===== config.mk =====
export PLATFORM = sky130hd
export DESIGN_NAME = scsu_dram_arb
export DESIGN_NICKNAME = d
export VERILOG_FILES = /design/src/rtl/scsu_dram_arb_pkg.sv /design/src/rtl/scsu_dram_arb_stats.sv /design/src/rtl/scsu_dram_arb.sv
export SDC_FILE = /design/constraint.sdc
export NUM_CORES = 1
export LEC_CHECK = 0
export BUFFER_PORTS_ARGS = -buffer_cell sky130_fd_sc_hd__buf_2
export CAP_MARGIN = 20
export CORE_UTILIZATION = 35
export CTS_BUF_LIST = sky130_fd_sc_hd__clkbuf_4 sky130_fd_sc_hd__clkbuf_8
export DETAILED_ROUTE_END_ITERATION = 6
export PLACE_DENSITY = 0.87
export SKIP_CTS_REPAIR_TIMING = 1
export SYNTH_ARGS = -nofsm -noshare
export SYNTH_HDL_FRONTEND = slang
export SYNTH_HIERARCHICAL = 1
export SYNTH_SLANG_ARGS = --single-unit

===== constraint.sdc =====
create_clock -name clk -period 3.9 [get_ports clk]
set_input_delay 0.39 -clock clk [delete_from_list [all_inputs] [get_ports clk]]
set_output_delay 0.39 -clock clk [all_outputs]
set_load 0.01 [all_outputs]

===== src/rtl/scsu_dram_arb_pkg.sv =====
// Shared definitions for the dmem arbiter slice.
//   SCSU_DRAM_DW / SCSU_DRAM_AW : default data / word-address widths of dmem
//   rd_owner_e                  : which requester owns the read data returning next cycle
//   STAT_W                      : width of the optional statistics counters
package scsu_dram_arb_pkg;

  localparam int unsigned SCSU_DRAM_DW = 16;
  localparam int unsigned SCSU_DRAM_AW = 11;
  localparam int unsigned STAT_W       = 16;

  typedef enum logic [1:0] {
    OWN_NONE = 2'd0,
    OWN_CORE = 2'd1,
    OWN_HOST = 2'd2
  } rd_owner_e;

endpackage


===== src/rtl/scsu_dram_arb_stats.sv =====
// Statistics counters for scsu_dram_arb (present only when SCSU_DRAM_ARB_STATS_EN
// is defined; the file compiles to nothing otherwise so no stray top level appears).
//   clk, rst       : clock, asynchronous active-low reset
//   clr            : synchronous clear, wins over a coincident increment
//   host_inc       : count one host grant this cycle
//   stall_inc      : count one core stall this cycle
//   host_grants    : saturating count of host grants
//   core_stalls    : saturating count of core stalls
`ifdef SCSU_DRAM_ARB_STATS_EN
module scsu_dram_arb_stats
  import scsu_dram_arb_pkg::*;
(
  input  logic              clk,
  input  logic              rst,
  input  logic              clr,
  input  logic              host_inc,
  input  logic              stall_inc,
  output logic [STAT_W-1:0] host_grants,
  output logic [STAT_W-1:0] core_stalls
);

  always_ff @(posedge clk or negedge rst) begin
    if (!rst) begin
      host_grants <= '0;
      core_stalls <= '0;
    end else if (clr) begin
      host_grants <= '0;
      core_stalls <= '0;
    end else begin
      if (host_inc && (host_grants != '1))
        host_grants <= host_grants + 1'b1;
      if (stall_inc && (core_stalls != '1))
        core_stalls <= core_stalls + 1'b1;
    end
  end

endmodule
`endif


===== src/rtl/scsu_dram_arb.sv =====
// Arbiter for the single-port dmem shared by the scs16 core and the host slave bus.
// The core has priority; a host request denied MAX_WAIT consecutive cycles is forced
// through, stalling the core for that one cycle.
//   clk, rst                          : clock, asynchronous active-low reset
//   core_cs/core_we/core_addr/core_wdata : core request (we==00 is a read)
//   core_rdata                        : dmem read data, valid cycle after a core read grant
//   core_stall                        : core request not served this cycle
//   host_req/host_we/host_addr/host_wdata: host request, held until host_ack
//   host_ack                          : host granted this cycle
//   host_rdata/host_rvalid            : host read data, cycle after a granted host read
//   dram_cs/dram_we/dram_addr/dram_wdata : to dmem; dram_rdata from dmem (1-cycle latency)
// Optional feature macro SCSU_DRAM_ARB_STATS_EN adds stat_clr (in), stat_host_grants and
// stat_core_stalls (out) backed by scsu_dram_arb_stats.
module scsu_dram_arb
  import scsu_dram_arb_pkg::*;
#(
  parameter int unsigned DW       = SCSU_DRAM_DW,
  parameter int unsigned AW       = SCSU_DRAM_AW,
  parameter int unsigned MAX_WAIT = 4
)(
  input  logic          clk,
  input  logic          rst,
  input  logic          core_cs,
  input  logic [1:0]    core_we,
  input  logic [AW-1:0] core_addr,
  input  logic [DW-1:0] core_wdata,
  output logic [DW-1:0] core_rdata,
  output logic          core_stall,
  input  logic          host_req,
  input  logic [1:0]    host_we,
  input  logic [AW-1:0] host_addr,
  input  logic [DW-1:0] host_wdata,
  output logic          host_ack,
  output logic [DW-1:0] host_rdata,
  output logic          host_rvalid,
  output logic          dram_cs,
  output logic [1:0]    dram_we,
  output logic [AW-1:0] dram_addr,
  output logic [DW-1:0] dram_wdata,
  input  logic [DW-1:0] dram_rdata
`ifdef SCSU_DRAM_ARB_STATS_EN
  ,
  input  logic              stat_clr,
  output logic [STAT_W-1:0] stat_host_grants,
  output logic [STAT_W-1:0] stat_core_stalls
`endif
);

  localparam logic [3:0] WAIT_MAX = 4'(MAX_WAIT);

  logic      [3:0] wait_cnt;
  rd_owner_e       rd_owner;
  rd_owner_e       rd_owner_nxt;
  logic            force_gnt;
  logic            host_gnt;
  logic            core_gnt;

  always_comb begin
    force_gnt  = host_req & (wait_cnt == WAIT_MAX);
    host_gnt   = host_req & (~core_cs | force_gnt);
    core_gnt   = core_cs & ~host_gnt;
    core_stall = core_cs & host_gnt;
    host_ack   = host_gnt;
  end

  always_comb begin
    dram_cs    = 1'b0;
    dram_we    = '0;
    dram_addr  = '0;
    dram_wdata = '0;
    if (host_gnt) begin
      dram_cs    = 1'b1;
      dram_we    = host_we;
      dram_addr  = host_addr;
      dram_wdata = host_wdata;
    end else if (core_gnt) begin
      dram_cs    = 1'b1;
      dram_we    = core_we;
      dram_addr  = core_addr;
      dram_wdata = core_wdata;
    end
  end

  // Counts consecutive denied host cycles; only a core-blocked pending request advances it.
  always_ff @(posedge clk or negedge rst) begin
    if (!rst) begin
      wait_cnt <= '0;
    end else if (!host_req || host_gnt) begin
      wait_cnt <= '0;
    end else if (core_cs && (wait_cnt < WAIT_MAX)) begin
      wait_cnt <= wait_cnt + 4'd1;
    end
  end

  always_comb begin
    rd_owner_nxt = OWN_NONE;
    if (host_gnt && (host_we == 2'b00))
      rd_owner_nxt = OWN_HOST;
    else if (core_gnt && (core_we == 2'b00))
      rd_owner_nxt = OWN_CORE;
  end

  always_ff @(posedge clk or negedge rst) begin
    if (!rst)
      rd_owner <= OWN_NONE;
    else
      rd_owner <= rd_owner_nxt;
  end

  always_comb begin
    host_rvalid = (rd_owner == OWN_HOST);
    host_rdata  = host_rvalid ? dram_rdata : '0;
    core_rdata  = dram_rdata;
  end

`ifdef SCSU_DRAM_ARB_STATS_EN
  scsu_dram_arb_stats u_stats (
    .clk         (clk),
    .rst         (rst),
    .clr         (stat_clr),
    .host_inc    (host_gnt),
    .stall_inc   (core_stall),
    .host_grants (stat_host_grants),
    .core_stalls (stat_core_stalls)
  );
`endif

endmodule


Word-level counts from Yosys, hierarchy flattened --
Index checks and enable logic that the tools add are counted. Widths: inputs -> output; s select.
Cells by class: add/sub/neg operators 1, $lt $le $gt $ge 1, equal/unequal tests 2, mux-type cells 13, bitwise gates (word level) 7, reductions and logical operators 8
Operators with widths (number):
- $mux 16 | 3
- $mux 11 | 2
- $mux 4 | 2
- $mux 2 | 3
- $add 4x1->4 const B | 1
- $and 1x1->1 | 4
- $eq 4x3->1 const B | 1
- $logic_not 2->1 | 2
- $lt 4x3->1 const B | 1
- $logic_and 1x1->1 | 3
- $mux 1 | 3
- $eq 2x2->1 const B | 1
- $not 1->1 | 2
- $reduce_bool 2->1 | 1
- $logic_not 1->1 | 1
- $logic_or 1x1->1 | 1
- $or 1x1->1 | 1
Word-level totals: register bits 6, input port bits 78, output and inout port bits 65, logic and storage cells 34

Logic depth before layout (Yosys ltp) --
Gate-level depths: netlist of the first run.
depth in word-level cells 9, gate-level depth with buffers 6, depth with buffers taken out 5

Least setup slack after synthesis of the first run --
OpenSTA, ideal clock, no wires.
kind flip-flop to output port, start point register wait_cnt[0], end point output port dram_addr[0], arrival 1.349 ns, data required time 3.510 ns, slack 2.161 ns, stages on the path, launching flop included 7, path buffers 1, path through dfrtp_1 inv_1 ha_1 nand4b_4 nand2_4 buf_6 mux2i_1
Between the ends: word-level cells in the longest chain between the ends 8
RTL lines:
- start: declaration | line scsu_dram_arb.sv:51 | logic [3:0] wait_cnt;
- start signal: assignment | line scsu_dram_arb.sv:91 | wait_cnt <= wait_cnt + 4'd1;
- $eq 4x3->1 * | line scsu_dram_arb.sv:59 | force_gnt = host_req & (wait_cnt == WAIT_MAX);
- $and 1x1->1 * | line scsu_dram_arb.sv:59
- $or 1x1->1 * | line scsu_dram_arb.sv:60 | host_gnt = host_req & (~core_cs | force_gnt);
- $and 1x1->1 * | line scsu_dram_arb.sv:60
- $not 1->1 | line scsu_dram_arb.sv:61 | core_gnt = core_cs & ~host_gnt;
- $and 1x1->1 | line scsu_dram_arb.sv:61
- $mux 11 | line scsu_dram_arb.sv:76 | end else if (core_gnt) begin
- $mux 11 * | line scsu_dram_arb.sv:71 | if (host_gnt) begin
- end: declaration | line scsu_dram_arb.sv:38 | output logic [AW-1:0] dram_addr,
Every way passes the cells marked *; elsewhere a longest branch is shown, timed or not.

Worst setup path after layout of the first run --
start point register wait_cnt[0], end point output port dram_wdata[15]
Between the ends: word-level cells in the longest chain between the ends 8
RTL lines:
- $eq 4x3->1 * | line scsu_dram_arb.sv:59
- $and 1x1->1 * | line scsu_dram_arb.sv:59
- $or 1x1->1 * | line scsu_dram_arb.sv:60
- $and 1x1->1 * | line scsu_dram_arb.sv:60
- $not 1->1 | line scsu_dram_arb.sv:61
- $and 1x1->1 | line scsu_dram_arb.sv:61
- $mux 16 | line scsu_dram_arb.sv:76
- $mux 16 * | line scsu_dram_arb.sv:71
- end: declaration | line scsu_dram_arb.sv:39 | output logic [DW-1:0] dram_wdata,
Marked as above.

==> flow_summary.ini, run 1 <==
[run_status]
outcome = complete, no violations

[synth]
async_reset_ff_share_pct = 100
synthesis.area_mm2 = 0.00113
synth_flop_cell = dfrtp_1
ys_seq_area_share_pct = 13.3
ys_types = 22
yosysWarnings = 6
synth_edf_count = 0
syn_inst = 156
ys_seq_elements = 6
syn-num-nets = 236
syn_area_per_cell_um2 = 7.26

[floorplan]
initial_utilization_pct = 37.1
coreArea_mm2 = 0.00305
rows = 20
fp.dieH_um = 58.9
die_x_um = 58.9
dieArea_mm2 = 0.00347
io_pins = 143

[sta]
tightest_slew_ns = 0.784
finalCritPeriodShare_pct = 60.2
rsz0062_at_grt = false
setup_viol = 0
finalCriticalPeriod_ns = 2.35
finClkSkew_ns = 0.00325
fmax_mhz = 426
hold_viol_final = 0
setup_tns_ns = 0
slew_headroom_pct = 47.6
slew_viol_final = 0

[pwr]
cellPowerDensity_mw_per_mm2 = 158
ir_worst_vdd_v = 0.000104
switching_share_pct = 36.3
power_frac_clock_pct = 21.3
leakage_nw = 1.22
p_comb_share_pct = 54.9
power_switching_mw = 0.0999
p_int_mw = 0.175
p_seq_share_pct = 23.8

[clock_tree]
cts_max_level = 1
clkTransAtPathRegs_ns = 0.05
numCtsBuffers = 3
cts_sinks = 6
clock_path_buffers = 2
clkLatencyLatePin_ns = 0.25
cts_tree = yes
root_buffer = clkbuf_4

[placement]
placed_area_mm2 = 0.00171
port_buffers = 142
dp_hpwl_um = 2470
gp_congestion = 0.728
place_inst = 318

[global_route]
grt_use_total_pct = 16.9
antenna_found_initial = 0
grt_pass1_vias = 1196
gr-total-overflow = 0
grt_first_pass_wirelength_um = 4570
grt_max_degree = 39

[cells_and_area]
layout-drive-gt1-share_pct = 54.7
antennaDiodeCount = 0
layout.nets = 360
final_cell_area_mm2 = 0.00174
syn2layout_area_growth_pct = 54.0
final_util_pct = 57.1
post_layout_nonfiller_instances = 322

[routing]
first_pass_iters = 2
drt-total-wl_um = 3050
ant_nets = 0
vias = 1392
drt_first_iter_violations = 45
via_per_inst = 4.32
wire_per_inst_um = 9.48
route.detailed.drc = 0

[worst_setup_path]
reg2reg_depth = 5
crit_slowest_cell = nand2_4
crit_path_max_incr_delay_ns = 0.45
path_class = reg -> out
reg2reg_from = wait_cnt[0]
worst-path-max-fanout = 35
cp-end-kind = primary output
startpoint_type = flop
crit_chain = inv_1, ha_1, nand4b_4, nand2_4, mux2i_1, buf_2
critPathLaunch = wait_cnt[0]
worst_ep_arrival_time_ns = 1.96
required_ns = 3.51

[run]
drv_cap = 0

[min_path]
min-delay-start = core_we[1]
hold_depth = 2
hold_class = in -> reg
## layer usage
layer	track usage [%]	vias up	part of all wire, %	wire, um
li1	-	706	-	-
met1	16.5	595	37	1130
met2	34.7	87	53	1610
met3	2.42	4	9.0	274
met4	6.46	0	1.2	37
met5	0	-	0	0
## sequential cells by signal, indices dropped and copies added, names as in the netlist
register / cells
wait_cnt: 4
rd_owner: 2
## power groups by stage
stage / combinational [mW] / clock (mW) / sequential [mW]
final: 0.151 / 0.0587 / 0.0654
after global routing: 0.167 / 0.0632 / 0.0656
after CTS: 0.152 / 0.0607 / 0.0654
after detailed placement: 0.151 / 0 / 0.0663
after global placement: 0.148 / 0 / 0.0662
after floorplan: 0.0890 / 0 / 0.0659
## worst max-delay path: cells and delay by family (launching register included)
kind,cells,cell delay [ns]
flip-flops,1,0.41
buffers and inverters,2,0.23
AND/OR/NAND/NOR,2,0.57
multiplexers,1,0.27
adder cells (fa/ha/maj),1,0.22
## kinds of logic after synthesis
| kind of cell | count (synthesis) | synth area share, % |
|---|---|---|
| flops | 6 | 13.3 |
| compound gates | 1 | 0.442 |
| buf+inv | 56 | 27.1 |
| mux | 30 | 26.5 |
| fa+ha+maj | 2 | 2.21 |
| simple gates | 60 | 29.7 |
| xor+xnor | 1 | 0.774 |
## Yosys cell counts (2+ instances only)
library cell / n / area [um2]
ha_1: 2 / 25.0
nor3b_2: 3 / 37.5
inv_1: 32 / 120
and2_1: 17 / 106
mux2i_1: 30 / 300
buf_2: 5 / 25.0
buf_4: 16 / 120
nand2_1: 29 / 109
dfrtp_1: 6 / 150
buf_8: 2 / 30.0
nor2_1: 3 / 11.3
## metrics by stage
step / hold slack (ns) / power [mW] / setup WS (ns)
finish: 0.313 / 0.275 / 1.55
global route: 0.316 / 0.296 / 1.40
CTS: -0.0541 / 0.278 / 1.53
detailed placement: 0.216 / 0.218 / 1.54
global placement: 0.215 / 0.215 / 1.58
floorplan: 0.0944 / 0.155 / 2.16
## layout make-up
cell class              count  area, um2
repair buffers            143        721
inverters                  32        120
clock buffers               3       22.5
well taps                  44       55.1
flip-flops and latches      6        150
fillers                   294       1310
multi-input cells          94        676
## final timing paths
kind	slack (ns)	to
hold reg to reg	0.62	wait_cnt[3]
max in group asynchronous	3.27	wait_cnt[3]
min in group asynchronous	0.49	rd_owner[0]
setup / recovery	1.55	dram_wdata[15]
setup reg to reg	2.31	rd_owner[1]
hold / removal	0.31	rd_owner[0]
## cells in the final DEF (no fill, tap or decap), types with 2 or more instances in the layout
master	instances
buf_2	142
mux2i_1	30
nand2_1	29
nor3b_2	3
inv_1	32
and2_1	17
ha_1	2
nor2_1	3
dfrtp_1	6
clkbuf_4	3
No activity file was read; power rests on OpenSTA's default activity.
==> inputs of run 2 (changes only) <==
ABC_AREA = 1   (was unset)
CORE_UTILIZATION = 30   (was 35)
PLACE_DENSITY = 0.8   (was 0.87)
clock period = 1.9 ns   (was 3.9 ns; I/O delays follow)
==> run 2 against run 1 <==
  * Combinational power up 110%
  * Flip-flop and latch count is the same
  * First-iteration DRC count decreased by 6.7%
  * Via count grew 17%
  * Die area increased by 13%
  * Critical endpoint is now dram_we[1]
  * Largest cell class unchanged
==> flow_summary.ini, run 2 <==
[routing]
ant_nets = 0
drt_first_iter_violations = 42
drt-total-wl_um = 3510
vias = 1627
via_per_inst = 4.57
wire_per_inst_um = 9.86
route.detailed.drc = 0
first_pass_iters = 4

[global_route]
grt_first_pass_wirelength_um = 5690
gr-total-overflow = 0
grt_pass1_vias = 1440
antenna_found_initial = 0
grt_max_degree = 33
grt_use_total_pct = 17.7

[clock_tree]
clock_path_buffers = 2
clkTransAtPathRegs_ns = 0.03
cts_sinks = 6
cts_tree = yes
cts_max_level = 1
numCtsBuffers = 3
clkLatencyLatePin_ns = 0.22
root_buffer = clkbuf_8

[cells_and_area]
largestRegisters = wait_cnt: 4 flops, rd_owner: 2 flops
layout.nets = 392
antennaDiodeCount = 0
largest_reg_flops = 4
final_common_cell = buf_2
final_cell_mix = buf_2, nand3_1, nand2_1
fill_cells = 371
final_util_pct = 50.9
syn2layout_area_growth_pct = 58.7
layout-drive-gt1-share_pct = 51.9
largest_register = wait_cnt

[sta]
finalCritPeriodShare_pct = 95.1
rsz0062_at_grt = false
slew_viol_final = 0
setup_viol = 0
hold_viol_final = 0
fmax_mhz = 554
finClkSkew_ns = 0.00119
tightest_slew_ns = 0.420
slew_headroom_pct = 72.0
finalCriticalPeriod_ns = 1.81

[worst_setup_path]
crit_top_cell = inv_1
crit_slowest_cell = dfrtp_1
required_ns = 1.71
startpoint_type = flop
crit_buf_inv = 5
path_delay_family = buffers and inverters
worst-path-max-fanout = 31
worst_ep_arrival_time_ns = 1.62
crit_path_max_incr_delay_ns = 0.35
cp-end-kind = primary output
path_class = reg -> out
crit_chain = inv_1, ha_1, nand2_1, inv_1, nand2_4, buf_12, nand3_1, nand2_1, inv_1, buf_2

[floorplan]
fp.dieH_um = 62.7
io_pins = 143
rows = 21
dieArea_mm2 = 0.00393
coreArea_mm2 = 0.00344
die_x_um = 62.7
initial_utilization_pct = 32.1

[synth]
ys_seq_elements = 6
yosysWarnings = 6
syn_area_per_cell_um2 = 5.75
synth.top_cells.by_area = nand3_1, dfrtp_1, buf_4, nand2_1, inv_1
syn_inst = 192
yosysTopAreaCellShare_pct = 24.0
synth_flop_cell = dfrtp_1
synthesis.area_mm2 = 0.00110
yosysMostFrequentCell = nand3_1
syn-num-nets = 272
ys_types = 19
ys_seq_area_share_pct = 13.6
synth_top_area_cell = nand3_1
synth_commonest_cells = nand3_1, nand2_1, inv_1
synth_edf_count = 0
async_reset_ff_share_pct = 100

[run_status]
outcome = complete, no violations

[pwr]
total_power_mw = 0.631
cellPowerDensity_mw_per_mm2 = 360
ir_worst_vdd_v = 0.000292
leakage_nw = 1.22

[placement]
dp_hpwl_um = 2850
gp_congestion = 0.713
port_buffers = 142

[run]
drv_cap = 0

[min_path]
hold_class = in -> reg
## run 2: worst paths after layout
check,start,endpoint,slack [ns],cells past startpoint
min in group asynchronous,rst,wait_cnt[3],0.35,2
worst min-delay path,core_we[0],rd_owner[0],0.15,2
max in group asynchronous,rst,rd_owner[0],1.40,2
worst max register to register,wait_cnt[0],wait_cnt[1],0.54,8
worst max-delay path,wait_cnt[0],dram_we[1],0.09,10
worst min register to register,wait_cnt[2],wait_cnt[2],0.56,2
## run 2: layout make-up
| type | count | area (um2) | area share (%) |
|---|---|---|---|
| Timing Repair Buffer | 146 | 756 | 43.1 |
| Inverter | 28 | 105 | 6.00 |
| Clock buffer | 3 | 41.3 | 2.36 |
| Multi-Input combinational cell | 127 | 642 | 36.6 |
| Tap cell | 46 | 57.6 | 3.29 |
| Sequential cell | 6 | 150 | 8.57 |
## run 2: logic make-up after synthesis
| logic type | count (synthesis) | synth area share, % |
|---|---|---|
| AOI/OAI and AO/OA | 2 | 0.907 |
| xor gates and xnor gates | 1 | 0.794 |
| adders and majority gates | 2 | 2.27 |
| buffers and inverters | 59 | 29.0 |
| DFF | 6 | 13.6 |
| and+or+nand+nor | 122 | 53.4 |
## run 2: layer usage
layer  global-route usage (%)  up-vias  part of all wire (%)
met5                        0        -                     0
met4                     4.94        0                   1.2
met3                     4.38        6                   9.6
met2                     38.0       95                    54
met1                     15.5      709                    35
li1                         -      817                     -
## run 2: stage by stage
step                      area [um2]  hold WS, ns  TNS, ns  std cells  setup slack, ns
final                           1750        0.148        0        356           0.0938
after global routing            1750        0.151        0        356           0.0218
after CTS                       1720       -0.204  -0.0281        355          -0.0281
after detailed placement        1680       0.0291        0        352            0.212
after global placement          1680       0.0250        0        352            0.288
after floorplan                 1100       -0.106        0        192            0.560
## run 2: power breakdown
part	switching, mW	internal [mW]	total, mW
sequential	0.00173	0.132	0.134
combinational	0.165	0.148	0.313
clock	0.0487	0.136	0.184
total	0.216	0.415	0.631
## run 2: worst reg2reg max path, stage by stage (launching register included)
cell and delay (ns):
dfrtp_1 0.35, inv_1 0.07, ha_1 0.19, nand2_1 0.05
inv_1 0.06, nand2_4 0.11, buf_12 0.18, nand3_1 0.13
nor2_1 0.14
==> inputs of run 3 (changes only) <==
BUFFER_PORTS_ARGS = unset   (was -buffer_cell sky130_fd_sc_hd__buf_2)
DONT_BUFFER_PORTS = 1   (was unset)
PLACE_DENSITY = unset   (was 0.8)
==> run 3 against run 2 <==
  * Utilization decreased by 21 points
  * Largest power group is now clock
  * Final cell count decreased by 40%
  * Clock-buffer cell count unchanged
==> flow_summary.ini, run 3 (synthesis gave the netlist of run 2 again) <==
[placement]
dp_hpwl_um = 1950
dp_slack_ns = 0.315
gp_congestion = 0.686
port_buffers = 0

[worst_setup_path]
crit_buf_inv = 4
crit_top_cell = inv_1
required_ns = 1.71
path_class = reg -> out
cp-end-kind = primary output
crit_slowest_cell = dfrtp_1
crit_chain = inv_1, ha_1, nand2_1, inv_1, nand2_4, buf_6, nand3_1, nand2_1, inv_1
crit_path_max_incr_delay_ns = 0.34
startpoint_type = flop
worst-path-max-fanout = 18
path_delay_family = simple AND/OR/NAND/NOR gates
worst_ep_arrival_time_ns = 1.56

[cells_and_area]
fill_cells = 406
antennaDiodeCount = 0
syn2layout_area_growth_pct = -7.82
final-seq-area_um2 = 150
largest_reg_flops = 4
multi_input_area_um2 = 642
final_common_cell = nand3_1
layout-drive-gt1-share_pct = 10.2
final_cell_mix = nand3_1, nand2_1, inv_1
final_util_pct = 29.6
largestRegisters = wait_cnt: 4 flops, rd_owner: 2 flops
largest_register = wait_cnt
layout.nets = 248

[sta]
finalCritPeriodShare_pct = 92.3
tightest_slew_ns = 0.405
slew_viol_final = 0
hold_viol_final = 0
rsz0062_at_grt = false
finClkSkew_ns = 0.00143
finalCriticalPeriod_ns = 1.75
slew_headroom_pct = 73.0
setup_tns_ns = 0
fmax_mhz = 570
fin_ws_ns = 0.146
setup_viol = 0

[floorplan]
die_x_um = 62.7
fp.dieH_um = 62.7
rows = 21
initial_utilization_pct = 32.1
coreArea_mm2 = 0.00344
dieArea_mm2 = 0.00393
io_pins = 143

[min_path]
hold_class = in -> reg

[pwr]
ir_worst_vdd_v = 0.000179
leakage_nw = 0.602
cellPowerDensity_mw_per_mm2 = 444

[clock_tree]
root_buffer = clkbuf_8
cts_tree = yes
cts_sinks = 6
numCtsBuffers = 3
clock_path_buffers = 2
clkLatencyLatePin_ns = 0.22
clkTransAtPathRegs_ns = 0.04
cts_max_level = 1

[global_route]
use_met1_pct = 10.1
grt_use_total_pct = 11.6
grt_first_pass_wirelength_um = 3710
grt_max_degree = 34
grt_util_met2_pct = 24.2
grt_pass1_vias = 936
gr-total-overflow = 0
grt.busiest_layer = met2
antenna_found_initial = 0
use_met3_pct = 1.46

[routing]
ant_nets = 0
route.detailed.drc = 0
via_per_inst = 5.02
vias = 1065
first_pass_iters = 4
drt-total-wl_um = 2460
drt_first_iter_violations = 27
wire_per_inst_um = 11.6

[run]
drv_cap = 0

[run_status]
outcome = complete, no violations
==> run 3: changes by cell type in the layout (fill, tap and decap cells not counted) <==
cell,delta
buf_12,-1
buf_2,-142
buf_4,-2
buf_6,+1
==> run 3: routing by layer <==
metal | vias to the layer above | part of all wire (%)
met5 | - | 0
li1 | 531 | -
met3 | 4 | 7.3
met1 | 452 | 36
met2 | 78 | 55
met4 | 0 | 1.4
==> run 3: cell type report <==
cell class	instances	area share, %
multi-input combinational	127	63.1
sequential	6	14.8
inverter	28	10.3
tap	46	5.66
clock buffer	3	4.06
timing repair buffer	2	2.09
==> run 3: power by group <==
part | internal (mW) | switching [mW]
combinational | 0.0448 | 0.0882
clock | 0.136 | 0.0497
sequential | 0.132 | 0.00144
==> run 3: path summary, 6_finish.rpt <==
path / from / endpoint / slack [ns] / cells past startpoint
setup / recovery: wait_cnt[0] / dram_we[1] / 0.15 / 9
hold / removal: core_we[0] / rd_owner[0] / 0.04 / 1
setup reg to reg: wait_cnt[0] / wait_cnt[1] / 0.52 / 8
hold reg to reg: wait_cnt[2] / wait_cnt[2] / 0.54 / 2
max in group asynchronous: rst / wait_cnt[3] / 1.40 / 1
min in group asynchronous: rst / wait_cnt[2] / 0.29 / 1
==> run 3: metrics by stage <==
step	hold WS (ns)	area [um2]	power [mW]	instances
finish	0.0368	1020	0.452	212
global route	0.0306	1020	0.480	212
CTS	-0.338	995	0.456	211
detailed placement	-0.105	953	0.265	208
global placement	-0.105	953	0.264	208
floorplan	-0.106	1100	0.314	192
